### src/rtl/avk_capacitance_mc.sv
// Multi-channel capacitance sensor front end: each channel times how long the
// sensed node takes to cross a threshold, alternating charge and discharge.

module avk_cap_filter #(
  parameter int FILT_LEN = 4
) (
  input  logic clock,
  input  logic pos_reset,
  input  logic i_raw,
  output logic o_filt
);
  localparam int FILT_W = $clog2(FILT_LEN + 1);
  localparam logic [FILT_W-1:0] FILT_LAST = FILT_W'(FILT_LEN - 1);

  logic              r_sync1;
  logic              r_sync2;
  logic              r_filt;
  logic [FILT_W-1:0] r_run;

  // r_run counts consecutive cycles the synchronized value disagrees with r_filt
  always_ff @(posedge clock or posedge pos_reset) begin
    if (pos_reset) begin
      r_sync1 <= 1'b0;
      r_sync2 <= 1'b0;
      r_filt  <= 1'b0;
      r_run   <= '0;
    end else begin
      r_sync1 <= i_raw;
      r_sync2 <= r_sync1;
      if (r_sync2 == r_filt) begin
        r_run <= '0;
      end else if (r_run == FILT_LAST) begin
        r_filt <= r_sync2;
        r_run  <= '0;
      end else begin
        r_run <= r_run + FILT_W'(1);
      end
    end
  end

  assign o_filt = r_filt;
endmodule

module avk_capacitance_mc #(
  parameter int CHANNELS  = 4,
  parameter int CNT_W     = 16,
  parameter int FILT_LEN  = 4,
  parameter int DWELL_CNT = 20000,
  parameter int TIMEOUT   = (1 << CNT_W) - 1
) (
  input  logic                      clock,
  input  logic                      pos_reset,
  input  logic [CHANNELS-1:0]       enable,
  input  logic [CHANNELS-1:0]       pos_comparator,
  input  logic [CHANNELS-1:0]       neg_comparator,
  output logic [CHANNELS-1:0]       reference,
  output logic [CHANNELS*CNT_W-1:0] result,
  output logic [CHANNELS-1:0]       result_valid,
  output logic [CHANNELS-1:0]       timeout,
  output logic [CHANNELS-1:0]       busy
);
  localparam int DWELL_W = (DWELL_CNT > 1) ? $clog2(DWELL_CNT) : 1;
  localparam logic [CNT_W-1:0]   TIMEOUT_V  = CNT_W'(TIMEOUT);
  localparam logic [DWELL_W-1:0] DWELL_LAST = DWELL_W'(DWELL_CNT - 1);

  typedef enum logic [1:0] {ST_IDLE, ST_CHARGE, ST_DWELL} state_t;

  for (genvar gi = 0; gi < CHANNELS; gi++) begin : g_ch
    state_t             r_state;
    logic [CNT_W-1:0]   r_cnt;
    logic [CNT_W-1:0]   r_result;
    logic [DWELL_W-1:0] r_dwell;
    logic               r_ref;
    logic               r_valid;
    logic               r_tmo;
    logic               w_pos_f;
    logic               w_neg_f;
    logic               w_cross;

    avk_cap_filter #(.FILT_LEN(FILT_LEN)) u_pos_filt (
      .clock(clock), .pos_reset(pos_reset), .i_raw(pos_comparator[gi]), .o_filt(w_pos_f)
    );
    avk_cap_filter #(.FILT_LEN(FILT_LEN)) u_neg_filt (
      .clock(clock), .pos_reset(pos_reset), .i_raw(neg_comparator[gi]), .o_filt(w_neg_f)
    );

    // Only the comparator facing the current charge direction can end a measurement
    assign w_cross = r_ref ? w_pos_f : w_neg_f;

    always_ff @(posedge clock or posedge pos_reset) begin
      if (pos_reset) begin
        r_state  <= ST_IDLE;
        r_cnt    <= '0;
        r_result <= '0;
        r_dwell  <= '0;
        r_ref    <= 1'b0;
        r_valid  <= 1'b0;
        r_tmo    <= 1'b0;
      end else begin
        r_valid <= 1'b0;
        if (!enable[gi]) begin
          r_state <= ST_IDLE;
          r_ref   <= 1'b0;
          r_cnt   <= '0;
          r_dwell <= '0;
        end else begin
          case (r_state)
            ST_IDLE: begin
              r_state <= ST_CHARGE;
              r_ref   <= 1'b1;
              r_cnt   <= '0;
              r_dwell <= '0;
            end
            ST_CHARGE: begin
              // A crossing on the limit cycle still counts as a real crossing
              if (w_cross) begin
                r_result <= r_cnt;
                r_tmo    <= 1'b0;
                r_valid  <= 1'b1;
                r_state  <= ST_DWELL;
                r_dwell  <= '0;
              end else if (r_cnt == TIMEOUT_V) begin
                r_result <= TIMEOUT_V;
                r_tmo    <= 1'b1;
                r_valid  <= 1'b1;
                r_state  <= ST_DWELL;
                r_dwell  <= '0;
              end else begin
                r_cnt <= r_cnt + CNT_W'(1);
              end
            end
            ST_DWELL: begin
              if (r_dwell == DWELL_LAST) begin
                r_ref   <= ~r_ref;
                r_state <= ST_CHARGE;
                r_cnt   <= '0;
                r_dwell <= '0;
              end else begin
                r_dwell <= r_dwell + DWELL_W'(1);
              end
            end
            default: r_state <= ST_IDLE;
          endcase
        end
      end
    end

    assign reference[gi]                 = r_ref;
    assign result[gi*CNT_W +: CNT_W]     = r_result;
    assign result_valid[gi]              = r_valid;
    assign timeout[gi]                   = r_tmo;
    assign busy[gi]                      = (r_state != ST_IDLE);
  end
endmodule

### config.mk
export PLATFORM = sky130hd
export DESIGN_NAME = avk_capacitance_mc
export DESIGN_NICKNAME = d
export VERILOG_FILES = /design/src/rtl/avk_capacitance_mc.sv
export SDC_FILE = /design/constraint.sdc
export NUM_CORES = 1
export LEC_CHECK = 0
export CAP_MARGIN = 40
export CELL_PAD_IN_SITES_DETAIL_PLACEMENT = 1
export CELL_PAD_IN_SITES_GLOBAL_PLACEMENT = 1
export CORE_MARGIN = 2
export CORE_UTILIZATION = 50
export DETAILED_ROUTE_END_ITERATION = 7
export MAX_ROUTING_LAYER = met4
export PLACE_DENSITY = 0.84
export SETUP_SLACK_MARGIN = 0.1
export SYNTH_ARGS = -nofsm -noshare
export SYNTH_HDL_FRONTEND = slang
export SYNTH_SLANG_ARGS = --single-unit
### constraint.sdc
create_clock -name clock -period 11.8 [get_ports clock]
set_input_delay 1.18 -clock clock [delete_from_list [all_inputs] [get_ports clock]]
set_output_delay 1.18 -clock clock [all_outputs]
set_load 0.01 [all_outputs]
== Yosys cells after proc, flatten, opt, wreduce, memory -nomap -nowiden ==
Cells that the tools add are included.

* Logic and storage cells: 308
* Register bits: 256

* Bitwise logic cells: 12
* Equal/unequal tests: 56
* Mux-type cells: 124
* Reduce and logical (&&, ||, !) cells: 40
* Add/sub/neg operators: 16

{| class="wikitable"
|+ Operator list
! kind !! count
|-
| 16-bit 2-to-1 mux || 24
|-
| 15-bit 2-to-1 mux || 16
|-
| 16-bit one-hot mux with 3 select lines || 4
|-
| 15-bit one-hot mux with 3 select lines || 4
|-
| 16-bit by 1-bit adder with 16-bit output (second input constant) || 4
|-
| 16-bit equality test (second input constant) || 4
|-
| 15-bit by 1-bit adder with 15-bit output (second input constant) || 4
|-
| 15-bit equality test (second input constant) || 4
|-
| 3-bit 2-to-1 mux || 16
|-
| 2-bit AND reduction || 20
|-
| 1-bit 2-to-1 mux || 36
|-
| 3-bit != test (second input constant) || 12
|-
| 2-bit 2-to-1 mux || 16
|-
| 3-bit by 1-bit adder with 3-bit output (second input constant) || 8
|-
| 3-bit by 2-bit equality test with 1-bit output (second input constant) || 8
|-
| 2-bit one-hot mux with 3 select lines || 4
|-
| 4-bit by 1-bit != test with 1-bit output (second input constant) || 4
|-
| 4-bit != test (second input constant) || 4
|-
| 4-bit AND reduction || 4
|-
| 2-bit nonzero test || 8
|-
| 3-bit by 1-bit != test with 1-bit output (second input constant) || 4
|-
| 1-bit inverter || 12
|-
| 3-bit AND reduction || 4
|-
| 1-bit equality test || 8
|-
| other kinds (4) || 16
|}

== Logic depth before layout (Yosys ltp) ==
* Depth after elaboration: 5
* Mapped depth: 9

== Hierarchy ==
Synthesis repeated with hierarchy kept, for this count alone.

* Cell total of the unflattened synthesis: 1192
* Area, all modules: 12132.9 µm²

{| class="wikitable"
|+ By module, submodules not included
! module !! cells each !! times used !! area an instance (µm²)
|-
| avk_capacitance_mc || 1080 || 1 || 10371.2
|-
| avk_cap_filter || 14 || 8 || 220.2
|}

== Worst setup path after synthesis ==
No wires, ideal clock.

* Kind: input-to-reg
* From: in enable[1]
* To: reg g_ch[1].r_cnt[15]
* Path slack: 9010 ps
* Arrival: 2708 ps
* Path buffers: 3
* Cell stages on the path: 8
* Path through: clkbuf_1 > and3b_1 > clkbuf_1 > nand2_1 > a31oi_1 > clkbuf_1 > a31oi_1 > a31oi_1

* Word-level cells in the longest chain between the ends: 2
* Elaborated cells on any way between the ends: 6

{| class="wikitable"
|+ RTL lines
! what !! line !! text
|-
| start: declaration || 53 || <nowiki>input logic [CHANNELS-1:0] enable,</nowiki>
|-
| 4-bit by 1-bit != test with 1-bit output (no source line) / 3-bit != test (equally long branches) || -- ||
|-
| 4-bit AND reduction (no source line) || -- ||
|-
| end signal: assignment || 129 || <nowiki>r_cnt <= r_cnt + CNT_W'(1);</nowiki>
|-
| end: declaration || 70 || <nowiki>logic [CNT_W-1:0] r_cnt;</nowiki>
|}

Parallel ways exist; a longest one is shown, timed or not.
A chain may end at the register's enable or synchronous reset.

== Final worst setup path ==
* From: in enable[3]
* To: reg g_ch[3].r_cnt[14]

* Word-level cells in the longest chain between the ends: 2
* Elaborated cells on any way between the ends: 6

{| class="wikitable"
|+ RTL lines
! what !! line
|-
| 4-bit by 1-bit != test with 1-bit output (no source line) / 3-bit != test (equally long branches) || --
|-
| 4-bit AND reduction (no source line) || --
|-
| end signal: assignment || 129
|-
| end: declaration || 70
|}

Parallel ways exist; a longest one is shown, timed or not.

==> metrics.txt <==
CTS tree=yes; vias in the first global route=between 10000 and 15000; Chip Width=between 150 and 200 µm; gpl congestion=0.825; clock skew=around 0.014 ns; EDFF count, synth=0; Setup Buffers After CTS=0; wire per inst=20.0 µm; worst-path cell chain=clkdlybuf4s50_1 -> and3b_1 -> nand2_1 -> o41ai_4 -> nor2_1 -> a31oi_1; Final period util=0.270; Area Growth Syn to Fin=18.3%; die footprint=roughly 0.025 mm²; cell with the most instances after synthesis=dfrtp_1; pin count of the biggest net entering global routing=about 120; Hold Crit Class=flip-flop to flip-flop; Max rail drop VDD=0.000155 V; Hold Buf Count CTS=0; Crit. End Element=flip-flop; Post-CTS Resized=0; DR vias=just under 10000; drt drc=0; Layout Nets=approximately 1300; row cnt=56; vias per inst=roughly 6.2; met1 usage=0.321; Cell Pwr Density=approximately 210 mW/mm²; fraction of layout cells with a size suffix above 1=0.0811; Synth top cells by count=dfrtp_1, nand2_1, o21ai_0; GR peak layer=met2; Pre-antenna DRT Iters=4; Final Slew Violations=0; slowest cell delay on critical path=around 0.6 ns; clock root buffer=clkbuf_16; RSZ-0062 raised after global routing=false; sequential fraction of the synthesis area=0.533; Critical Path AT=between 3 and 4 ns; gr usage total=0.258; grt ovf=0; fraction of registers with async set/reset=1.00; Setup crit start kind=input port; Setup Viol. Count Final=0; largest family of logic cells by synthesized area=compound AO/OA/AOI/OAI gates; count of cell types in the netlist=between 60 and 70; CTS sink count=256; Synth Area in Simple Gates=0.176; P_leak=between 0.005 and 0.006 µW; clock buffer depth=3; Mapped Area=approximately 0.012 mm²; Die Ht=about 160 µm; post-synthesis compound-gate area fraction=0.205; CP Max Fanout=18; CP max-delay cell=clkdlybuf4s50_1; Synth area leader=dfrtp_1; Port Buf Inserts=93; mux contribution to synthesized area=0.0198; Data required, critical path=12.25 ns; detailed placement HPWL=around 20000 µm; Top FF cell, synth=dfrtp_1; ANT cells=0; number of DRC markers in iteration 0=between 400 and 500; Fill cells=2530; I/O pin count=94; top cells by area, synth=dfrtp_1, o22a_1, o21ai_0; status=complete, no violations; crit path time final=about 3.2 ns; CP Class=input port to flip-flop; Clock Pin Slew Worst Setup and Hold Paths=~0.06 ns; area occupied by multi-input gates=0.00520 mm²; CTS Buf Count=27; Final ANT Viol Nets=0; Final Hold Vio Count=0; dpl ws=roughly 8.1 ns; fmax=between 300 and 400 MHz; initial antenna violation count=0; syn avg cell area=around 10 µm²; Yosys top cell area share=0.533; clk_lat worst skew=about 0.54 ns; Worst Tran Pin Value=approximately 0.87 ns; met3 Use GR=0.0341; H-tree depth=1; Sum Neg Setup Slack=0 ns; register area=about 0.0064 mm²; Yosys reg bits=256; maxcap violations=0; met2 usage=0.453; synth warn=0; Synthesized Nets=1183; Final WS setup=8.61 ns; drt total wl=between 30000 and 40000 µm; Starting Density=0.510; Post-Synthesis Cells=1149; Slew headroom=0.413; core area=roughly 0.024 mm²; Synth Area in XOR/XNOR=0.0102; Adder-Cell Fraction of Synth Area=0.0208; first-pass GRT wire length=53500 µm
-- state kept, by name, summed over array words and instances (netlist names) --
register and flops:
g_ch.r_result 64, g_ch.u_pos_filt.r_sync1 4, g_ch.r_tmo 4, g_ch.u_neg_filt.o_filt 4, g_ch.r_valid 4, g_ch.r_cnt 64, g_ch.u_neg_filt.r_sync1 4, g_ch.r_ref 4
g_ch.u_neg_filt.r_sync2 4, g_ch.r_state 8, g_ch.u_pos_filt.o_filt 4, g_ch.u_neg_filt.r_run 12, g_ch.u_pos_filt.r_sync2 4, g_ch.u_pos_filt.r_run 12, g_ch.r_dwell 60
-- power breakdown --
part	internal [µW]	switching, µW
clock network	578	354
registers	1060	138
logic	469	439
total	2110	931
-- through the flow --
step                area (µm²)  cells   util  hold WS (ns)  total power [µW]
finish                   14200   1564  0.603         0.348              3040
global route             14200   1564  0.603         0.355              3200
CTS                      14200   1564  0.603         0.350              3070
detailed placement       13200   1515  0.561         0.336              2110
global placement         13100   1506  0.557         0.333              2070
floorplan                12000   1149      -         0.331              1700
-- logic make-up after synthesis --
| kind of cell | Yosys count |
|---|---|
| DFF | 256 |
| AOI/OAI and AO/OA | 352 |
| and+or+nand+nor | 391 |
| buffers and inverters | 94 |
| xor gates and xnor gates | 14 |
| muxes | 22 |
| adders and majority gates | 20 |
-- final cells by class --
class,count,share of cell area
clock buffer,38,0.0561
clock inverter,11,0.0131
inverter,29,0.00819
multi-input combinational,799,0.366
sequential,256,0.451
tap,319,0.0281
timing repair buffer,112,0.0775
-- worst max-delay path: cells and delay by family --
kind                   cells  cell delay, ns
buffers and inverters      1            0.60
AND/OR/NAND/NOR            3            1.28
AO/OA/AOI/OAI              2            0.57
-- placed cells by master (no fill, tap or decap), drive strengths merged, types with 18 or more instances in the layout --
cell type / netlist / routed
dfrtp: 256 / 256
clkdlybuf4s50: 0 / 93
nand2: 87 / 87
o21ai: 85 / 85
o22a: 69 / 69
nand3: 57 / 57
nor2: 52 / 52
a31oi: 49 / 49
a21oi: 44 / 44
clkbuf: 42 / 38
nand4: 35 / 35
nor3: 30 / 30
o31ai: 30 / 30
inv: 29 / 30
ha: 20 / 20
nor3b: 18 / 18
buf: 23 / 18
-- metal layers --
layer | routed length, µm | vias up
li1 | - | 4501
met1 | 13600 | 5027
met2 | 16100 | 192
met3 | 1040 | 49
met4 | 588 | 0
met5 | 0 | -
-- final timing paths --
check	start	endpoint	slack, ns	cells past startpoint
worst min register to register	g_ch[1].u_neg_filt.r_sync1	g_ch[1].u_neg_filt.r_sync2	0.35	0
max in group asynchronous	pos_reset	g_ch[3].r_result[6]	9.21	3
worst min-delay path	g_ch[1].u_neg_filt.r_sync1	g_ch[1].u_neg_filt.r_sync2	0.35	0
min in group asynchronous	pos_reset	g_ch[2].r_valid	1.22	2
worst max-delay path	enable[3]	g_ch[3].r_cnt[14]	8.61	6
worst max register to register	g_ch[1].r_cnt[0]	g_ch[1].r_cnt[6]	8.89	6
Power figures use the tool's default switching activity.
